## config.mk

```make
export PLATFORM = sky130hd
export DESIGN_NAME = acq_sequencer_flat
export DESIGN_NICKNAME = d
export VERILOG_FILES = /design/src/rtl/acq_sequencer_if.sv /design/src/rtl/acq_sequencer.sv /design/src/flat_wrapper.sv
export SDC_FILE = /design/constraint.sdc
export NUM_CORES = 1
export LEC_CHECK = 0
export ABC_AREA = 1
export CAP_MARGIN = 10
export CORE_ASPECT_RATIO = 0.5
export CORE_UTILIZATION = 49
export CTS_CLUSTER_DIAMETER = 40
export CTS_CLUSTER_SIZE = 16
export DETAILED_ROUTE_END_ITERATION = 8
export HOLD_SLACK_MARGIN = 0.12
export PLACE_DENSITY = 0.83
export SETUP_SLACK_MARGIN = 0.3
export SLEW_MARGIN = 40
export SYNTH_ARGS = -nofsm -noshare
export SYNTH_HDL_FRONTEND = slang
export SYNTH_SLANG_ARGS = --single-unit
```

## constraint.sdc

```tcl
create_clock -name Clock -period 1.95 [get_ports Clock]
set_clock_uncertainty 0.15 [all_clocks]
set_input_delay 0.195 -clock Clock [delete_from_list [all_inputs] [get_ports Clock]]
set_output_delay 0.195 -clock Clock [all_outputs]
set_load 0.01 [all_outputs]
```

## src/rtl/acq_sequencer_if.sv

```systemverilog
// Connects the acquisition sequencer to its command source and to the
// write port of the sample buffer.
//   Commands in : ArmCmd, AbortCmd, ReadoutDone (one-cycle pulses), Trigger
//                 (level, already synchronous), PreTrigCount, PostTrigCount
//   Status out  : WriteEnable, WriteAddress, TriggerAddress, Armed, AcqDone,
//                 AutoTriggered, State
// master = command/readout side, slave = the sequencer itself.
interface acq_sequencer_if #(
    parameter int ADDR_WIDTH = 10
);
    logic                  ArmCmd;
    logic                  AbortCmd;
    logic                  Trigger;
    logic [ADDR_WIDTH-1:0] PreTrigCount;
    logic [ADDR_WIDTH-1:0] PostTrigCount;
    logic                  ReadoutDone;
    logic                  WriteEnable;
    logic [ADDR_WIDTH-1:0] WriteAddress;
    logic [ADDR_WIDTH-1:0] TriggerAddress;
    logic                  Armed;
    logic                  AcqDone;
    logic                  AutoTriggered;
    logic [2:0]            State;

    modport master (
        output ArmCmd, AbortCmd, Trigger, PreTrigCount, PostTrigCount, ReadoutDone,
        input  WriteEnable, WriteAddress, TriggerAddress, Armed, AcqDone,
               AutoTriggered, State
    );

    modport slave (
        input  ArmCmd, AbortCmd, Trigger, PreTrigCount, PostTrigCount, ReadoutDone,
        output WriteEnable, WriteAddress, TriggerAddress, Armed, AcqDone,
               AutoTriggered, State
    );
endinterface

```

## src/rtl/acq_sequencer.sv

```systemverilog
// Acquisition sequencer: arm, pre-trigger fill, wait for trigger, post-trigger
// capture, then hold the buffer until readout is finished.
// Drives the write side of a circular sample buffer and records the address
// written in the trigger cycle.
//   Clock, Reset : sample clock, synchronous active-high reset
//   bus (slave)  : commands in, buffer write strobe/address and status out
// Optional build macro ACQ_AUTO_TRIGGER_EN: forces a trigger after
// AUTO_TIMEOUT cycles in ARMED and flags it on AutoTriggered.
// All outputs come straight from registers. WriteEnable/WriteAddress describe
// the sample being written during the current cycle; Trigger sampled at the
// end of a cycle marks that cycle's sample as the trigger sample.
module acq_sequencer #(
    parameter int ADDR_WIDTH   = 10,
    parameter int AUTO_TIMEOUT = 1000000
) (
    input  logic            Clock,
    input  logic            Reset,
    acq_sequencer_if.slave  bus
);
    typedef enum logic [2:0] {
        IDLE     = 3'd0,
        PRETRIG  = 3'd1,
        ARMED    = 3'd2,
        POSTTRIG = 3'd3,
        DONE     = 3'd4
    } state_t;

    localparam logic [ADDR_WIDTH-1:0] ONE = 1;

    state_t                state, state_n;
    logic                  we, we_n, armed, armed_n, done, done_n, autot, autot_n;
    logic [ADDR_WIDTH-1:0] wa, wa_n, ta, ta_n, p, p_n, q, q_n, cnt, cnt_n;
    logic                  fire_auto;

`ifdef ACQ_AUTO_TRIGGER_EN
    localparam int TW = $clog2(AUTO_TIMEOUT) + 1;
    logic [TW-1:0] tcnt;

    // Held at zero outside ARMED, so it starts from zero on every entry.
    always_ff @(posedge Clock) begin
        if (Reset || state != ARMED) tcnt <= '0;
        else                         tcnt <= tcnt + 1'b1;
    end

    assign fire_auto = we && (tcnt >= TW'(AUTO_TIMEOUT - 1));
`else
    // No timeout in this build: ARMED waits for a real trigger forever.
    assign fire_auto = (AUTO_TIMEOUT < 0);
`endif

    always_comb begin
        state_n = state;
        we_n    = we;
        armed_n = armed;
        done_n  = done;
        autot_n = autot;
        wa_n    = wa;
        ta_n    = ta;
        p_n     = p;
        q_n     = q;
        cnt_n   = cnt;
        if (bus.AbortCmd) begin
            state_n = IDLE;
            we_n    = 1'b0;
            armed_n = 1'b0;
            done_n  = 1'b0;
            cnt_n   = '0;
        end else begin
            case (state)
                IDLE: begin
                    we_n = 1'b0;
                    if (bus.ArmCmd) begin
                        p_n     = bus.PreTrigCount;
                        q_n     = bus.PostTrigCount;
                        wa_n    = '0;
                        cnt_n   = '0;
                        autot_n = 1'b0;
                        if (bus.PreTrigCount != '0) begin
                            state_n = PRETRIG;
                        end else begin
                            state_n = ARMED;
                            armed_n = 1'b1;
                        end
                    end
                end
                PRETRIG: begin
                    // First PRETRIG cycle is the set-up cycle (we=0) that
                    // gives address 0 one cycle after the arm edge.
                    we_n = 1'b1;
                    if (cnt == p) begin
                        state_n = ARMED;
                        armed_n = 1'b1;
                        wa_n    = wa + ONE;
                    end else begin
                        cnt_n = cnt + ONE;
                        if (we) wa_n = wa + ONE;
                    end
                end
                ARMED: begin
                    we_n = 1'b1;
                    // Only a cycle that actually writes a sample can be the
                    // trigger sample (matters for the P=0 entry cycle).
                    if (we) begin
                        wa_n = wa + ONE;
                        if (bus.Trigger || fire_auto) begin
                            ta_n    = wa;
                            autot_n = !bus.Trigger;
                            cnt_n   = '0;
                            armed_n = 1'b0;
                            if (q != '0) begin
                                state_n = POSTTRIG;
                            end else begin
                                state_n = DONE;
                                we_n    = 1'b0;
                                done_n  = 1'b1;
                            end
                        end
                    end
                end
                POSTTRIG: begin
                    wa_n = wa + ONE;
                    if (cnt + ONE == q) begin
                        state_n = DONE;
                        we_n    = 1'b0;
                        done_n  = 1'b1;
                        cnt_n   = '0;
                    end else begin
                        we_n  = 1'b1;
                        cnt_n = cnt + ONE;
                    end
                end
                DONE: begin
                    we_n = 1'b0;
                    if (bus.ReadoutDone) begin
                        state_n = IDLE;
                        done_n  = 1'b0;
                    end
                end
                default: begin
                    state_n = IDLE;
                    we_n    = 1'b0;
                    armed_n = 1'b0;
                    done_n  = 1'b0;
                end
            endcase
        end
    end

    always_ff @(posedge Clock) begin
        if (Reset) begin
            state <= IDLE;
            we    <= 1'b0;
            armed <= 1'b0;
            done  <= 1'b0;
            autot <= 1'b0;
            wa    <= '0;
            ta    <= '0;
            p     <= '0;
            q     <= '0;
            cnt   <= '0;
        end else begin
            state <= state_n;
            we    <= we_n;
            armed <= armed_n;
            done  <= done_n;
            autot <= autot_n;
            wa    <= wa_n;
            ta    <= ta_n;
            p     <= p_n;
            q     <= q_n;
            cnt   <= cnt_n;
        end
    end

    assign bus.WriteEnable    = we;
    assign bus.WriteAddress   = wa;
    assign bus.TriggerAddress = ta;
    assign bus.Armed          = armed;
    assign bus.AcqDone        = done;
    assign bus.AutoTriggered  = autot;
    assign bus.State          = state;
endmodule

```

## src/flat_wrapper.sv

```systemverilog
// flat-port wrapper written by rule: the top's interface ports become plain ports
module acq_sequencer_flat 
#(
    parameter int ADDR_WIDTH   = 10,
    parameter int AUTO_TIMEOUT = 1000000
)
  (Clock, Reset, bus_ArmCmd, bus_AbortCmd, bus_Trigger, bus_PreTrigCount, bus_PostTrigCount, bus_ReadoutDone, bus_WriteEnable, bus_WriteAddress, bus_TriggerAddress, bus_Armed, bus_AcqDone, bus_AutoTriggered, bus_State);
  acq_sequencer_if #(.ADDR_WIDTH(ADDR_WIDTH)) bus_i ();
  input  logic Clock;
  input  logic Reset;
  input wire logic [$bits(bus_i.ArmCmd)-1:0] bus_ArmCmd;
  input wire logic [$bits(bus_i.AbortCmd)-1:0] bus_AbortCmd;
  input wire logic [$bits(bus_i.Trigger)-1:0] bus_Trigger;
  input wire logic [$bits(bus_i.PreTrigCount)-1:0] bus_PreTrigCount;
  input wire logic [$bits(bus_i.PostTrigCount)-1:0] bus_PostTrigCount;
  input wire logic [$bits(bus_i.ReadoutDone)-1:0] bus_ReadoutDone;
  output wire logic [$bits(bus_i.WriteEnable)-1:0] bus_WriteEnable;
  output wire logic [$bits(bus_i.WriteAddress)-1:0] bus_WriteAddress;
  output wire logic [$bits(bus_i.TriggerAddress)-1:0] bus_TriggerAddress;
  output wire logic [$bits(bus_i.Armed)-1:0] bus_Armed;
  output wire logic [$bits(bus_i.AcqDone)-1:0] bus_AcqDone;
  output wire logic [$bits(bus_i.AutoTriggered)-1:0] bus_AutoTriggered;
  output wire logic [$bits(bus_i.State)-1:0] bus_State;
  assign bus_i.ArmCmd = bus_ArmCmd;
  assign bus_i.AbortCmd = bus_AbortCmd;
  assign bus_i.Trigger = bus_Trigger;
  assign bus_i.PreTrigCount = bus_PreTrigCount;
  assign bus_i.PostTrigCount = bus_PostTrigCount;
  assign bus_i.ReadoutDone = bus_ReadoutDone;
  assign bus_WriteEnable = bus_i.WriteEnable;
  assign bus_WriteAddress = bus_i.WriteAddress;
  assign bus_TriggerAddress = bus_i.TriggerAddress;
  assign bus_Armed = bus_i.Armed;
  assign bus_AcqDone = bus_i.AcqDone;
  assign bus_AutoTriggered = bus_i.AutoTriggered;
  assign bus_State = bus_i.State;
  acq_sequencer #(.ADDR_WIDTH(ADDR_WIDTH), .AUTO_TIMEOUT(AUTO_TIMEOUT)) u_core (.Clock(Clock), .Reset(Reset), .bus(bus_i));
endmodule
```

==> results of run 1 <==
[stage by stage]
step,setup TNS [ns],power [W],area [um2]
6_report,-3.74,0.00373,5050
4_1_cts,-0.937,0.00363,4810
5_1_grt,-5.53,0.00383,5050
3_5_place_dp,-1.12,0.00192,4310
3_3_place_gp,-0.803,0.00191,4310
2_1_floorplan,0,0.00166,3460
[placed cells by master, fill, tap and decap left out, types with 6 or more instances in the layout]
master                            Yosys  routed
sky130_fd_sc_hd__inv_1               54      51
sky130_fd_sc_hd__nand3_1             53      34
sky130_fd_sc_hd__clkbuf_16            0       9
sky130_fd_sc_hd__dfxtp_2              0      10
sky130_fd_sc_hd__a21oi_2              0       6
sky130_fd_sc_hd__o21ai_0             43      38
sky130_fd_sc_hd__buf_4                2      39
sky130_fd_sc_hd__nor2_2               1       6
sky130_fd_sc_hd__a21oi_1             45      39
sky130_fd_sc_hd__nor2_1              53      45
sky130_fd_sc_hd__buf_6                0      11
sky130_fd_sc_hd__nand2_1            133     116
sky130_fd_sc_hd__dfxtp_4              0       6
sky130_fd_sc_hd__nand2_2              5      19
sky130_fd_sc_hd__xor2_1               6       6
sky130_fd_sc_hd__clkdlybuf4s50_1      0      45
sky130_fd_sc_hd__dfxtp_1             57      41
sky130_fd_sc_hd__nor3_1               8       6
sky130_fd_sc_hd__nand3_2              2      21
sky130_fd_sc_hd__nand4_1              9       9
[worst min-delay path, delay by kind of cell, from the launching register on]
kind	cells	cell delay, ns
AO/OA/AOI/OAI	1	0.05
flip-flops	1	0.31
AND/OR/NAND/NOR	1	0.03
[final cells by class]
type                       count  area, um2  area share (%)
inverter                      59        233            4.61
clock inverter                 2       35.0           0.694
clock buffer                  14        284            5.62
timing repair buffer         104        976            19.3
sequential                    57       1180            23.3
multi-input combinational    395       2240            44.3
tap                           88        110            2.18
[layer usage]
| metal | vias up | routed length, um | global-route usage, % |
|---|---|---|---|
| met1 | 1935 | 4730 | 36.2 |
| met5 | - | 0 | 0 |
| met2 | 272 | 5630 | 55.0 |
| met4 | 0 | 429 | 12.5 |
| met3 | 65 | 1130 | 8.55 |
| li1 | 1934 | - | - |
[sequential cells by signal, indices dropped and copies added (netlist names)]
signal,cells
u_core.bus.TriggerAddress,10
u_core.bus.WriteAddress,10
u_core.cnt,10
u_core.p,10
u_core.q,10
u_core.bus.State,3
u_core.bus.AcqDone,1
u_core.bus.Armed,1
u_core.bus.AutoTriggered,1
u_core.bus.WriteEnable,1
[power breakdown]
part / internal (W) / switching [W]
Combinational: 0.000321 / 0.000477
Sequential: 0.00121 / 0.0000406
Clock: 0.00113 / 0.000557
[cell usage after synthesis, types with 3 or more instances]
| cell | count | area, um2 |
|---|---|---|
| sky130_fd_sc_hd__clkbuf_1 | 16 | 60.1 |
| sky130_fd_sc_hd__nor3_1 | 8 | 40.0 |
| sky130_fd_sc_hd__inv_1 | 54 | 203 |
| sky130_fd_sc_hd__inv_2 | 4 | 15.0 |
| sky130_fd_sc_hd__or2_2 | 3 | 18.8 |
| sky130_fd_sc_hd__nand2_4 | 3 | 33.8 |
| sky130_fd_sc_hd__nor2_1 | 53 | 199 |
| sky130_fd_sc_hd__nand4_1 | 9 | 56.3 |
| sky130_fd_sc_hd__o21ai_0 | 43 | 215 |
| sky130_fd_sc_hd__nand3_1 | 53 | 265 |
| sky130_fd_sc_hd__nand2_2 | 5 | 31.3 |
| sky130_fd_sc_hd__xnor2_1 | 4 | 35.0 |
| sky130_fd_sc_hd__dfxtp_1 | 57 | 1140 |
| sky130_fd_sc_hd__nand2_1 | 133 | 499 |
| sky130_fd_sc_hd__a21oi_1 | 45 | 225 |
| sky130_fd_sc_hd__xor2_1 | 6 | 52.6 |
| sky130_fd_sc_hd__and2_1 | 3 | 18.8 |
| sky130_fd_sc_hd__o22ai_1 | 4 | 25.0 |
[cells by family after synthesis]
family	count (synthesis)	share of synthesized area, %
compound gates	102	16.3
xor+xnor	10	2.61
simple gates	280	37.1
flops	57	34.0
buf+inv	80	9.27
fa+ha+maj	2	0.744
[final timing paths]
kind | endpoint | slack (ns)
worst max-delay path | u_core.cnt[3] | -0.27
worst min-delay path | u_core.bus.AutoTriggered | 0.29
worst max register to register | u_core.cnt[3] | -0.27
worst min register to register | u_core.bus.AutoTriggered | 0.29
[repair_timing]
| action | in CTS | in global routing |
|---|---|---|
| resized for setup | 42 | 59 |
| setup buffers | 7 | 5 |
| gates cloned | 1 | 0 |
| setup endpoints to repair | 38 | 59 |
| pin swaps | 15 | 20 |
==> results.txt, run 1 <==
The number of clock buffers added by TritonCTS is 9. The worst hold path was traced through 2 stages. The overall die width is 119 um.

The post-detailed-route DRC marker count came out at 0. The clock tree synthesis step divided the H-tree into 3 levels. The worst reg-to-reg path cell count came out at 14.

In this run the cell area of the synthesized design comes to 0.00336 mm2. The max-cap violation count came out at 0. The post-route antenna net violation count is 0.

The later pin in the worst-skew pair is clocked with a latency of 0.34 ns. The area added between synthesis and finish came out at 50.3%. The layout net count came out at 654. The final hold violation count was 0. The worst-case hold slack is 0.285 ns. In the global route stage, overall resource usage came out at 30.8%.

The post-route fraction of the period consumed by the critical path is 114%. The relative slew slack came out at 66.3%. The final routed wirelength across all metal layers came out at 11900 um. The die covers 0.00721 mm2. For this design the ratio of total power to cell area is 739 mW/mm2. The instance count on the critical path came out at 14. The number of vias in the routed layout is 4206. Of all nets on the critical path, the largest fanout is 5.

The arrival time of the worst setup path came out at 2.26 ns. The count of standard-cell rows is 20. On the critical path the largest part of the delay comes from simple AND/OR/NAND/NOR gates. The flop and latch count out of synthesis came out at 57. Counting tap cells, the placed design contains a total of 690 instances. The global placement routability congestion came out at 0.982.

The type of the worst setup path is flip-flop to flip-flop. The antenna diode count came out at 0. The number of sinks on the clock net is 57.

The total of warnings raised by yosys came out at 0. The count of TritonRoute iterations in the first routing pass came out at 6. The source of the critical timing path is u_core.cnt[1]. The synthesized netlist cell count is 531.

The biggest cell delay along the critical path came out at 0.37 ns. The worst hold path belongs to the class flip-flop to flip-flop. The clock tree root driver cell is sky130_fd_sc_hd__clkbuf_16. The critical path data required time is 1.99 ns. The number of endpoints failing setup at the final stage came out at 26.

Once the floorplan was initialized, standard cells occupied 53.1% of the core. The highest achievable clock rate came out at 451 MHz. A synthesized cell averages 6.33 um2.

The core outline area came out at 0.00633 mm2. The buffer levels on the longest clock path came out at 2. The via count of the first global-routing pass is 3705. The routed length per instance is 16.6 um. The share of layout cells above drive strength 1 is 26.8%.

The slowest cell on the critical path is sky130_fd_sc_hd__dfxtp_4. The wire-length estimate of the detail-placed layout is 6870 um. The via density per instance came out at 5.85.

Setup repair after global routing could not meet its margin everywhere. The worst setup timing slack at the placement stage came out at -0.105 ns. In this run the tool buffered the top-level ports with 52 buffer cells. The first global-routing pass estimated 17200 um of wire.

The sequential-to-total area share from yosys stat came out at 34.0%. The count of distinct cell types in the synthesized netlist came out at 38. The final worst setup slack is -0.266 ns. The die is 60.6 um tall. The clock slew at the register clock pins of the worst setup and hold paths came out at 0.05 ns. The final reports fail on negative setup slack. The final number of max-transition violations is 0. The share of synthesized registers carrying an async set or reset is 0%. The number of flops mapped to enable cells by yosys is 0. The time the final worst path needs with I/O delays and setup is 2.22 ns. The core occupancy in the finished layout is 79.8%. The post-synth net total came out at 559. The startpoint class of the critical path is a flip-flop. TritonCTS built the clock tree. 53 I/O pins were placed.

The leakage component of the power is 2.13 nW. The run finished, with violations left. The peak supply drop is 0.451 mV. For this run, the leading register cell type out of synthesis is sky130_fd_sc_hd__dfxtp_1. The filler cells instantiated in the layout total 392. The number of antenna violations at the first check in global routing is 0. The number of buffer and inverter stages on the critical path came out at 2.

Entering global routing, the biggest net connects 31 pins. The residual overflow from global routing came out at 0. The cts-stage hold buffer count came out at 0. Walking the worst path, the cells encountered are ha_4 > nand2_8 > inv_8 > nor2_4 > nand2_1 > nand2_1 > nand3_1 > nor2_1 > nand3_2 > o21bai_4 > buf_6 > nand2_4 > nand3_1 > a21oi_1. The launching point of the worst reg2reg path is u_core.cnt[1]. STA classifies the critical path endpoint as a flip-flop. The count of routing violations after the opening detailed-route iteration came out at 487.

The count of placed standard cells in the final layout, fillers left out is 719. The startpoint of the tightest hold check path is u_core.bus.AutoTriggered. The transition at the pin with the smallest max-transition slack came out at 0.504 ns.
Note: power is estimated with default switching activity, not from simulation.
==> run 2, diff against run 1 <==
--- a/config.mk
+++ b/config.mk
@@ -15,7 +15,6 @@
 export HOLD_SLACK_MARGIN = 0.12
 export PLACE_DENSITY = 0.83
 export SETUP_SLACK_MARGIN = 0.3
-export SLEW_MARGIN = 40
 export SYNTH_ARGS = -nofsm -noshare
 export SYNTH_HDL_FRONTEND = slang
 export SYNTH_SLANG_ARGS = --single-unit
==> constraint.sdc (replaced) <==
create_clock -name Clock -period 2 [get_ports Clock]
set_clock_uncertainty 0.15 [all_clocks]
set_input_delay 0.2 -clock Clock [delete_from_list [all_inputs] [get_ports Clock]]
set_output_delay 0.2 -clock Clock [all_outputs]
set_load 0.01 [all_outputs]
==> run 2 against run 1 <==
Net effect: total power fell by 5.8%; the flow still finishes with violations (negative setup slack); worst hold slack improved by 0.0044 ns; first-iteration DRC count fell by 13%; sequential share of layout area rose by 1.6 points; highest routed layer unchanged; combinational power fell by 12%; final cell count fell by 3.2%; maximum frequency rose by 2.9%; clock-buffer cell count fell by 4; register-to-register slack improved by 0.11 ns; routed wire length fell by 16%; clock power fell by 5%; sequential power fell by 3%; critical endpoint is now u_core.cnt[4].
==> results.txt, run 2 (synthesis results as in run 1) <==
The count of placed standard cells in the final layout, fillers left out was 696 (was 719). CP Cell Sequence: ha_4 > nor2_2 > inv_1 > nand2_1 > nand2_1 > nand2_1 > nand3_2 > nor2_4 > nand3_2 > o21bai_4 > nand2_4 > nand3_2 > a21oi_1 (was ha_4 > nand2_8 > inv_8 > nor2_4 > nand2_1 > nand2_1 > nand3_1 > nor2_1 > nand3_2 > o21bai_4 > buf_6 > nand2_4 > nand3_1 > a21oi_1). The count of TritonRoute iterations in the first routing pass came out at 5 (was 6). The worst reg-to-reg path cell count came out at 13 (was 14). The time the final worst path needs with I/O delays and setup is 2.15 ns (was 2.22 ns). The critical path data required time is 2.05 ns (was 1.99 ns). The endpoint kind of the worst setup timing path is a flip-flop (unchanged). The clock slew at the register clock pins of the worst setup and hold paths came out at 0.05 ns (about the same).

The share of layout cells above drive strength 1 was 21.1% (was 26.8%). The most common cell after layout, fill and taps aside is sky130_fd_sc_hd__nand2_1 (unchanged). The layout net count came out at 632 (was 654). The number of sinks on the clock net was 57 (unchanged). The post-route fraction of the period consumed by the critical path is 108% (was 114%). The cell total after placement was 673 (was 690). The kind of cell adding the most delay to the critical path is simple AND/OR/NAND/NOR gates (unchanged). The first-pass GRT wire length came out at 16200 um (was 17200 um). The via density per instance came to 5.53 (was 5.85). The instance count on the critical path came out at 13 (was 14). The final worst setup slack is -0.153 ns (was -0.266 ns). The highest achievable clock rate came out at 464 MHz (was 451 MHz).

The die boundary height came out at 60.6 um (unchanged). The hold path depth is 2 (unchanged). The slowest cell on the critical path is sky130_fd_sc_hd__dfxtp_4 (unchanged). The HPWL after detailed placement is 6450 um (was 6870 um). The full die area is 0.00721 mm2 (unchanged).

The leakage component of the power is 1.94 nW (was 2.13 nW). The antenna diode count is 0 (unchanged). The total track usage is 29.2% (was 30.8%). The effective utilization at floorplan came out at 53.1% (unchanged).

The count of standard-cell rows came out at 20 (unchanged). The number of endpoints failing setup at the final stage came out at 15 (was 26). The residual overflow from global routing came out at 0 (unchanged). The number of buffer and inverter stages on the critical path came out at 1 (was 2). The number of antenna violations at the first check in global routing came out at 0 (unchanged). The biggest cell delay along the critical path is 0.36 ns (was 0.37 ns).

The total of buffers placed on input and output ports came out at 52 (unchanged). The CTS tree is built (unchanged). Run status: complete, but fails checks (unchanged). The max-cap violation count was 0 (unchanged).

Commonest cells after routing, fill and taps aside: sky130_fd_sc_hd__nand2_1, sky130_fd_sc_hd__inv_1, sky130_fd_sc_hd__clkdlybuf4s50_1 (was sky130_fd_sc_hd__nand2_1, sky130_fd_sc_hd__inv_1, sky130_fd_sc_hd__nor2_1, sky130_fd_sc_hd__clkdlybuf4s50_1, sky130_fd_sc_hd__dfxtp_1). The total area of sequential cells came out at 0.00118 mm2 (about the same). The final number of max-transition violations is 0 (unchanged). The post-detailed-route DRC marker count came to 0 (unchanged). The global placement routability congestion is 0.934 (was 0.982). The type of the worst setup path is flip-flop to flip-flop (unchanged).

Setup repair after global routing missed its margin: true (unchanged). The worst-path maximum fanout is 8 (was 5). The power density over the cells came out at 742 mW/mm2 (was 739 mW/mm2). The clock tree root driver cell is sky130_fd_sc_hd__clkbuf_16 (unchanged). The buffer levels on the longest clock path was 2 (unchanged). The via count of the first global-routing pass is 3478 (was 3705). The H-tree depth reported by CTS is 3 (unchanged). The peak supply drop was 0.543 mV (was 0.451 mV). The I/O pin count came out at 53 (unchanged).

The startpoint class of the critical path was a flip-flop (unchanged). The final hold violation count came to 0 (unchanged). The core outline area is 0.00633 mm2 (unchanged).

The transition at the pin with the smallest max-transition slack is 0.393 ns (was 0.504 ns). The maximum number of pins on one net before global-route repair came out at 32 (was 31). The final routed wirelength across all metal layers is 10100 um (was 11900 um). The fill cell total of the finished layout is 464 (was 392). The arrival time of the worst setup path came out at 2.20 ns (was 2.26 ns). The area added between synthesis and finish is 41.0% (was 50.3%).

The area occupied by multi-input gates is 0.00216 mm2 (was 0.00224 mm2). Failing checks: negative setup slack (unchanged). The count of routing violations after the opening detailed-route iteration came out at 426 (was 487). The relative slew slack came out at 73.7% (was 66.3%). The total clock buffers created by CTS came to 9 (unchanged). The core occupancy in the finished layout is 74.8% (was 79.8%). The overall die width came out at 119 um (unchanged).

The path class of the lowest-slack min-delay path is flip-flop to flip-flop (unchanged). The number of vias in the routed layout was 3846 (was 4206). The post-route antenna net violation count is 0 (unchanged). The routed length per instance is 14.5 um (was 16.6 um). The later-pin clock latency in the skew report came out at 0.34 ns (about the same).
run 2: tightest hold or removal path, cell delays in order (launching register included):
cell                      delay, ns
sky130_fd_sc_hd__dfxtp_1       0.30
sky130_fd_sc_hd__o41ai_1       0.05
sky130_fd_sc_hd__nor2_1        0.04
run 2: final cells by class:
class	count	share of cell area, %
Clock inverter	5	1.51
Tap cell	88	2.32
Timing Repair Buffer	82	16.1
Clock buffer	10	4.83
Multi-Input combinational cell	395	45.6
Inverter	59	4.73
Sequential cell	57	24.9
run 2: metal layers:
metal | vias up | global-route usage, % | part of all wire [%]
met1 | 1746 | 35.5 | 44
met4 | 0 | 13.0 | 2.6
met2 | 183 | 49.5 | 47
met3 | 35 | 8.93 | 7.2
met5 | - | 0 | 0
li1 | 1882 | - | -
run 2: final timing paths:
check	from	to	slack (ns)
max reg2reg	u_core.cnt[1]	u_core.cnt[4]	-0.15
min reg2reg	u_core.bus.AutoTriggered	u_core.bus.AutoTriggered	0.29
min	u_core.bus.AutoTriggered	u_core.bus.AutoTriggered	0.29
max	u_core.cnt[1]	u_core.cnt[4]	-0.15
run 2: per-stage QoR:
| step | total power, W | hold WS (ns) | setup TNS, ns | area, um2 | worst slack [ns] |
|---|---|---|---|---|---|
| 2_1_floorplan | 0.00160 | 0.109 | 0 | 3440 | 0.171 |
| 3_3_place_gp | 0.00180 | 0.279 | -0.697 | 4140 | -0.0694 |
| 3_5_place_dp | 0.00181 | 0.282 | -0.974 | 4140 | -0.104 |
| 4_1_cts | 0.00347 | 0.290 | -0.774 | 4620 | -0.0786 |
| 5_1_grt | 0.00364 | 0.321 | -2.93 | 4740 | -0.225 |
| 6_report | 0.00351 | 0.289 | -1.87 | 4740 | -0.153 |
run 2: timing repair:
item / 4_1_cts / 5_1_grt
gates cloned: 1 / 0
setup endpoints to repair: 29 / 60
resized for setup: 36 / 42
hold buffers: 0 / 0
setup buffers: 6 / 1
pin swaps: 9 / 19
hold endpoints to repair: 0 / 0
run 2: power breakdown:
| group | total (W) | internal [W] | switching (W) | leakage (nW) |
|---|---|---|---|---|
| Clock | 0.00160 | 0.00107 | 0.000529 | 0.145 |
| Sequential | 0.00121 | 0.00118 | 0.0000364 | 0.473 |
| Combinational | 0.000702 | 0.000280 | 0.000423 | 1.32 |
